--- config.mk ---
export PLATFORM = sky130hd
export DESIGN_NAME = inst_decode_stage
export DESIGN_NICKNAME = d
export VERILOG_FILES = /design/src/rtl/inst_decode_stage.sv
export SDC_FILE = /design/constraint.sdc
export NUM_CORES = 1
export LEC_CHECK = 0
export ABC_AREA = 0
export BUFFER_PORTS_ARGS = -buffer_cell sky130_fd_sc_hd__buf_2
export CORE_ASPECT_RATIO = 0.5
export CORE_MARGIN = 2
export CORE_UTILIZATION = 57
export CTS_CLUSTER_SIZE = 25
export DETAILED_ROUTE_END_ITERATION = 6
export PLACE_DENSITY = 0.93
export SYNTH_ARGS = -nofsm -noshare
export SYNTH_HDL_FRONTEND = slang
export SYNTH_SLANG_ARGS = --single-unit
--- constraint.sdc ---
create_clock -name clk -period 2.19 [get_ports clk]
set_clock_uncertainty 0.15 [all_clocks]
set_input_delay 0.438 -clock clk [delete_from_list [all_inputs] [get_ports clk]]
set_output_delay 0.438 -clock clk [all_outputs]
set_load 0.03 [all_outputs]
--- src/rtl/inst_decode_stage.sv ---
// Registered opcode/func one-hot decoder with two-entry skid buffer.
// Sits between fetch and control/execute; counts accepted illegal ops.
//
// Ports:
//   clk, rst_n     : clock, async active-low reset
//   flush          : sync flush, drops both entries and the current input
//   in_valid/ready : upstream handshake; in_ready is purely registered
//   opcode, func   : instruction fields (OPC_W each)
//   in_pc          : PC travelling with the instruction
//   out_valid/ready: downstream handshake
//   out_inst       : one-hot decode, bit 0 leftmost, zero when illegal
//   out_idx        : merged decode index
//   out_pc         : PC of the output entry
//   out_illegal    : index is not legal in LEGAL_MASK
//   illegal_cnt    : saturating count of accepted illegal instructions
module inst_decode_stage #(
  parameter int                  OPC_W      = 6,
  parameter int                  PC_W       = 32,
  parameter logic [2**OPC_W-1:0] LEGAL_MASK = '1,
  parameter int                  CNT_W      = 16
) (
  input  logic               clk,
  input  logic               rst_n,
  input  logic               flush,
  input  logic               in_valid,
  output logic               in_ready,
  input  logic [OPC_W-1:0]   opcode,
  input  logic [OPC_W-1:0]   func,
  input  logic [PC_W-1:0]    in_pc,
  output logic               out_valid,
  input  logic               out_ready,
  output logic [0:2**OPC_W-1] out_inst,
  output logic [OPC_W-1:0]   out_idx,
  output logic [PC_W-1:0]    out_pc,
  output logic               out_illegal,
  output logic [CNT_W-1:0]   illegal_cnt
);

  localparam int N = 2**OPC_W;

  typedef struct packed {
    logic [0:N-1]     inst;
    logic [OPC_W-1:0] idx;
    logic [PC_W-1:0]  pc;
    logic             ill;
  } ent_t;

  ent_t             m_q, s_q, d;
  logic             m_v, s_v;
  logic             acc, rel;
  logic [OPC_W-1:0] idx;
  logic [CNT_W-1:0] cnt_q;

  // func only merges in when the opcode MSB is clear
  assign idx = opcode | (func & {OPC_W{~opcode[OPC_W-1]}});

  always_comb begin
    d         = '0;
    d.idx     = idx;
    d.pc      = in_pc;
    d.ill     = ~LEGAL_MASK[idx];
    d.inst[idx] = LEGAL_MASK[idx];
  end

  assign in_ready = ~s_v;
  assign acc      = in_valid & in_ready & ~flush;
  assign rel      = m_v & out_ready;

  always_ff @(posedge clk or negedge rst_n) begin
    if (!rst_n) begin
      m_v <= 1'b0;
      s_v <= 1'b0;
      m_q <= '0;
      s_q <= '0;
    end else if (flush) begin
      m_v <= 1'b0;
      s_v <= 1'b0;
    end else if (rel && s_v) begin
      // skid drains first; in_ready is low so no accept this cycle
      m_q <= s_q;
      s_v <= 1'b0;
    end else if (acc && (!m_v || rel)) begin
      m_q <= d;
      m_v <= 1'b1;
    end else if (acc) begin
      s_q <= d;
      s_v <= 1'b1;
    end else if (rel) begin
      m_v <= 1'b0;
    end
  end

  always_ff @(posedge clk or negedge rst_n) begin
    if (!rst_n) begin
      cnt_q <= '0;
    end else if (acc && d.ill && cnt_q != '1) begin
      cnt_q <= cnt_q + CNT_W'(1);
    end
  end

  assign out_valid   = m_v;
  assign out_inst    = m_q.inst;
  assign out_idx     = m_q.idx;
  assign out_pc      = m_q.pc;
  assign out_illegal = m_q.ill;
  assign illegal_cnt = cnt_q;

endmodule
# Yosys cells after proc, flatten, opt, wreduce, memory -nomap -nowiden
# Memories as Yosys holds them, arrays and structs flattened.
# Cells that the tools add are included.
totals:
  rom_bits: 64
  latch_bits: 0
  mem_count: 1
  wordCells: 61
  ram_bits: 0
  regBits: 224
  output_inout_bits: 121
op_classes:
  div_mod_pow: 0
  muxes: 14
  n_bitwise: 13
  n_reduce_logical: 14
  order_cmp: 3
  add_sub_neg: 1
  shifts: 0
  n_eq_ne: 4
  multipliers: 0
memory_table:
  columns: ["memory", "words", "width", "read_ports", "rd_clocked_by_memory_dff", "write_ports", "line", "source"]
  rows:
  - ["(name not given)", 64, 1, 1, 0, 0, "62", "d.inst[idx] = LEGAL_MASK[idx];"]
op_table:
  columns: ["op", "count"]
  rows:
  - ["103-bit 2-to-1 mux", 2]
  - ["64-bit AND", 1]
  - ["16-bit by 1-bit adder with 16-bit output, second input constant", 1]
  - ["16-bit inequality test, second input constant", 1]
  - ["1-bit 2-to-1 mux", 11]
  - ["7-bit >= comparator, second input constant", 1]
  - ["6-bit by 7-bit < comparator with 1-bit output, second input constant", 1]
  - ["7-bit by 1-bit < comparator with 1-bit output, second input constant", 1]
  - ["6-bit inverter with 7-bit output", 1]
  - ["6-bit AND", 1]
  - ["1-bit demux with 6-bit select", 1]
  - ["1-bit inverter", 6]
  - ["6-bit OR", 1]
  - ["3-bit nonzero test", 2]
  - ["1-bit logical AND", 5]
  - ["2-bit AND reduction", 2]
  - ["4-bit AND reduction", 1]
  - ["1-bit AND", 3]
  - ["3-bit by 2-bit inequality test with 1-bit output, second input constant", 1]
  - ["3-bit inequality test, second input constant", 1]
  - ["3-bit AND reduction", 1]
  - ["2-bit inequality test, second input constant", 1]
  - ["2-bit nonzero test", 1]
  - ["1-bit zero test", 1]
  - ["1-bit logical OR", 1]

# Longest topological paths before layout
logic_depth:
  depth_word: 11
  mapped_depth: 8
  depth_no_buf: 4

# Least setup slack after synthesis
# Ideal clock, no wire load.
synth_timing:
  kind: "reg2reg"
  from: "register m_v, in the netlist out_valid"
  to: "register m_q (netlist bit out_inst[17])"
  path_stages_with_launch: 7
  path_slack_ps: 255
  arrival_ps: 1664
  path_cell_list: "dfrtp_1 buf_2 nand2_1 a211o_1 buf_4 buf_6 a22o_1"
synth_via:
  elab_chain_cells: 5
synth_rtl:
  columns: ["element", "line", "source"]
  rows:
  - ["from (decl)", "49", "logic m_v, s_v;"]
  - ["from (signal assigned)", "71", "m_v <= 1'b0;"]
  - ["from (signal assigned)", "76", "m_v <= 1'b0;"]
  - ["from (signal assigned)", "84", "m_v <= 1'b1;"]
  - ["1-bit AND / 1-bit zero test (equally long branches)", "67, 82", null]
  - ["1-bit logical OR", "82", "end else if (acc && (!m_v || rel)) begin"]
  - ["1-bit logical AND", "82", null]
  - ["2-bit nonzero test (no source line)", null, null]
  - ["2-bit AND reduction (no source line)", null, null]
  - ["to (signal assigned)", "80", "m_q <= s_q;"]
  - ["to (decl)", "48", "ent_t m_q, s_q, d;"]
# Several ways; a longest one is shown, not always the timed one.
# A chain may end at the register's enable or synchronous reset.

# Worst setup path after layout
layout_timing:
  from: "register s_v"
  to: "register s_q[8] (netlist name)"
layout_via:
  elab_chain_cells: 6
layout_rtl:
  columns: ["element", "line", "source"]
  rows:
  - ["from (decl)", "49", null]
  - ["from (signal assigned)", "72", "s_v <= 1'b0;"]
  - ["from (signal assigned)", "77", "s_v <= 1'b0;"]
  - ["from (signal assigned)", "81", "s_v <= 1'b0;"]
  - ["1-bit inverter", "65", "assign in_ready = ~s_v;"]
  - ["1-bit AND (2 in series)", "66", "assign acc = in_valid & in_ready & ~flush;"]
  - ["1-bit logical AND", "82", null]
  - ["1-bit inverter (no source line)", null, null]
  - ["4-bit AND reduction (no source line) *", null, null]
  - ["to (signal assigned)", "74", "s_q <= '0;"]
  - ["to (signal assigned)", "86", "s_q <= d;"]
  - ["to (decl)", "48", null]
# Mark *: on every way between the ends. The rest lies on a longest branch, timed or not.

==> metrics <==
status finished clean; Max Freq 487 MHz; Worst-path clk slew 70 ps; total number of vias 8835; Max Cap Viol 0; Mapped Area 9930 um^2; worst endpoint data arrival time 2260 ps; First-pass DRT Iterations 7; Worst setup SP type register; Worst path slowest cell dfrtp_1; number of global-route vias before repair 8481; Synth area leaders dfrtp_1, a31oi_1, a22o_1, nand2_1, o31ai_1; I/O pins 170; Worst VDD drop 475 uV; Final min period 2050 ps; Die W 191 um; hold slack 52.9 ps; CP top delay family simple AND/OR/NAND/NOR gates; sequential area share after synthesis 51.9%; reg2reg path depth 4; Slew @ Worst Pin 754 ps; post-synth top area share 51.9%; CTS root buffer clkbuf_16; htree depth 1; Syn Area/Cell 10.2 um^2; ANT cells 0; Max Buffers Root-to-Sink 3; core area 17200 um^2; global-route wire length before repair 44000 um; Area Overhead vs Synth 15.9%; Max-slew headroom 49.8%; total grt overflow 0; crit end category register; clock sinks 206; initial core utilization 57.7%; PortBufs 152; Synthesis Warnings 0; Req. time, crit path 2400 ps; wire length per cell 20.8 um; WL final 27600 um; Final setup viols 0; Final Hold Fails 0; Detailed Route Iter0 Violations 1434; clock latency on the worst-skew pair 500 ps; Filler cells 1221; WS Path Type reg -> reg; num rows 34; setup bufs post-CTS 0; HP Class in -> reg; Gate Count Post-Synth 977; static leakage 5.31 nW; Post-synth EDFFs 0; GPL Wtd Cong 0.876; Hold Path Depth 2; Distinct cells, synth 58; cell with the most instances after synthesis dfrtp_1; WP depth 4; CTS Buf Count 19; Power Total 9.48 mW; hpwl dp 16300 um; Bufs and invs on worst path 1; total track usage 29.4%; Commonest cells post-synth dfrtp_1, nand2_1, a31oi_1; post-synth top area cell dfrtp_1; initial antenna violation count 0; Seq cells post-synth 206; ys flop type dfrtp_1; vias per cell 6.67; worst path cell trace nor3_1, nand3_4, buf_4, mux2_2; DIE HEIGHT 97.4 um; post-route ant nets 0; Tcrit/Tclk final 93.7%; drt drc 0; final net count 1128; R2R Setup Slk 140 ps; Crit Path Max Fanout 38; max-slew violation count 0; TNS Setup 0 ps; CTS tree yes; DIE AREA 18600 um^2; Post-synth ARST share 100%; share of layout cells above drive strength 1 26.6%; PwrDens 823 nW/um^2; RSZ-0062 raised after global routing false; max incr delay on CP 490 ps; largest net degree at the start of global routing 78
## worst register-to-register path, stage by stage, from the launching register on
cell and delay [ps]:
dfrtp_1 490, nor3_1 360, nand3_4 250, buf_4 340, mux2_2 340
## layout by cell type, fill, tap and decap left out, types with 3 or more instances in the layout
cell type and count:
dfrtp_1 206, a21o_1 4, buf_2 151, clkbuf_1 5, o41ai_2 11, mux2_2 32
a22o_1 63, clkbuf_16 19, inv_1 4, conb_1 17, buf_12 17, o21ai_0 43
clkinv_2 3, clkbuf_8 3, o41ai_1 13, and2b_1 3, o31ai_1 63, o21ai_1 4
a31oi_1 95, a21oi_1 5, a211oi_1 4, o31ai_2 3, buf_4 21, nand2_1 140
nand3_1 66, o211ai_2 3, nor2_1 43
## layer usage
layer | part of all wire (%) | up-vias | GRT usage (%)
li1 | - | 3761 | -
met1 | 37 | 4252 | 38.9
met2 | 48 | 687 | 47.2
met3 | 11 | 135 | 5.60
met4 | 4.3 | 0 | 13.9
met5 | 0 | - | 0
## sequential cells by signal, indices dropped and copies added, names as in the netlist
signal     count
s_q          102
out_inst      64
out_pc        32
out_idx        6
out_valid      1
s_v            1
## cells by family (layout without fill, tap and decap cells)
family | after synthesis | in the layout | synth area share [%]
muxes | 33 | 33 | 3.73
DFF | 206 | 206 | 51.9
AOI/OAI and AO/OA | 326 | 326 | 24.8
other | 1 | 17 | 0.0377
and+or+nand+nor | 279 | 279 | 12.6
buffers and inverters | 132 | 229 | 6.94
## cell type report
type                    count  area, um^2  share of cell area (%)
flip-flops and latches    206        5150                    44.8
inverters                   6        22.5                   0.196
clock buffers              26         522                    4.53
repair buffers            191        1280                    11.1
multi-input cells         655        4190                    36.4
well taps                 234         293                    2.54
clock inverters             6        61.3                   0.532
## report_power, final
group	switching (mW)	internal (mW)	total [mW]
logic	1.21	0.596	1.81
registers	0.229	4.21	4.44
clock network	1.43	1.79	3.23
total	2.88	6.60	9.48
## timing repair
item	CTS	global route
endpoints found under the hold margin	39	0
hold buffers	1	0
endpoints found under the setup margin	0	1
gates resized for setup	0	1
## metrics by stage
step	cells	utilization [%]	setup slack [ps]	instance area, um^2
CTS	1324	66.8	147	11500
global placement	1291	63.4	108	10900
detailed placement	1291	63.4	65.4	10900
global route	1324	66.9	48.0	11500
floorplan	993	-	255	9990
finish	1324	66.9	139	11500
## path summary, 6_finish.rpt
path                                      from                       end
max                            s_v$_DFFE_PN0P_        s_q[8]$_DFFE_PN0P_
min                                   in_pc[5]        s_q[6]$_DFFE_PN0P_
max reg2reg                    s_v$_DFFE_PN0P_        s_q[8]$_DFFE_PN0P_
min reg2reg                s_q[64]$_DFFE_PN0P_       s_q[64]$_DFFE_PN0P_
max in group asynchronous                rst_n    out_pc[25]$_DFFE_PN0P_
min in group asynchronous                rst_n  out_inst[13]$_DFFE_PN0P_
(Power assumes the default switching activity.)
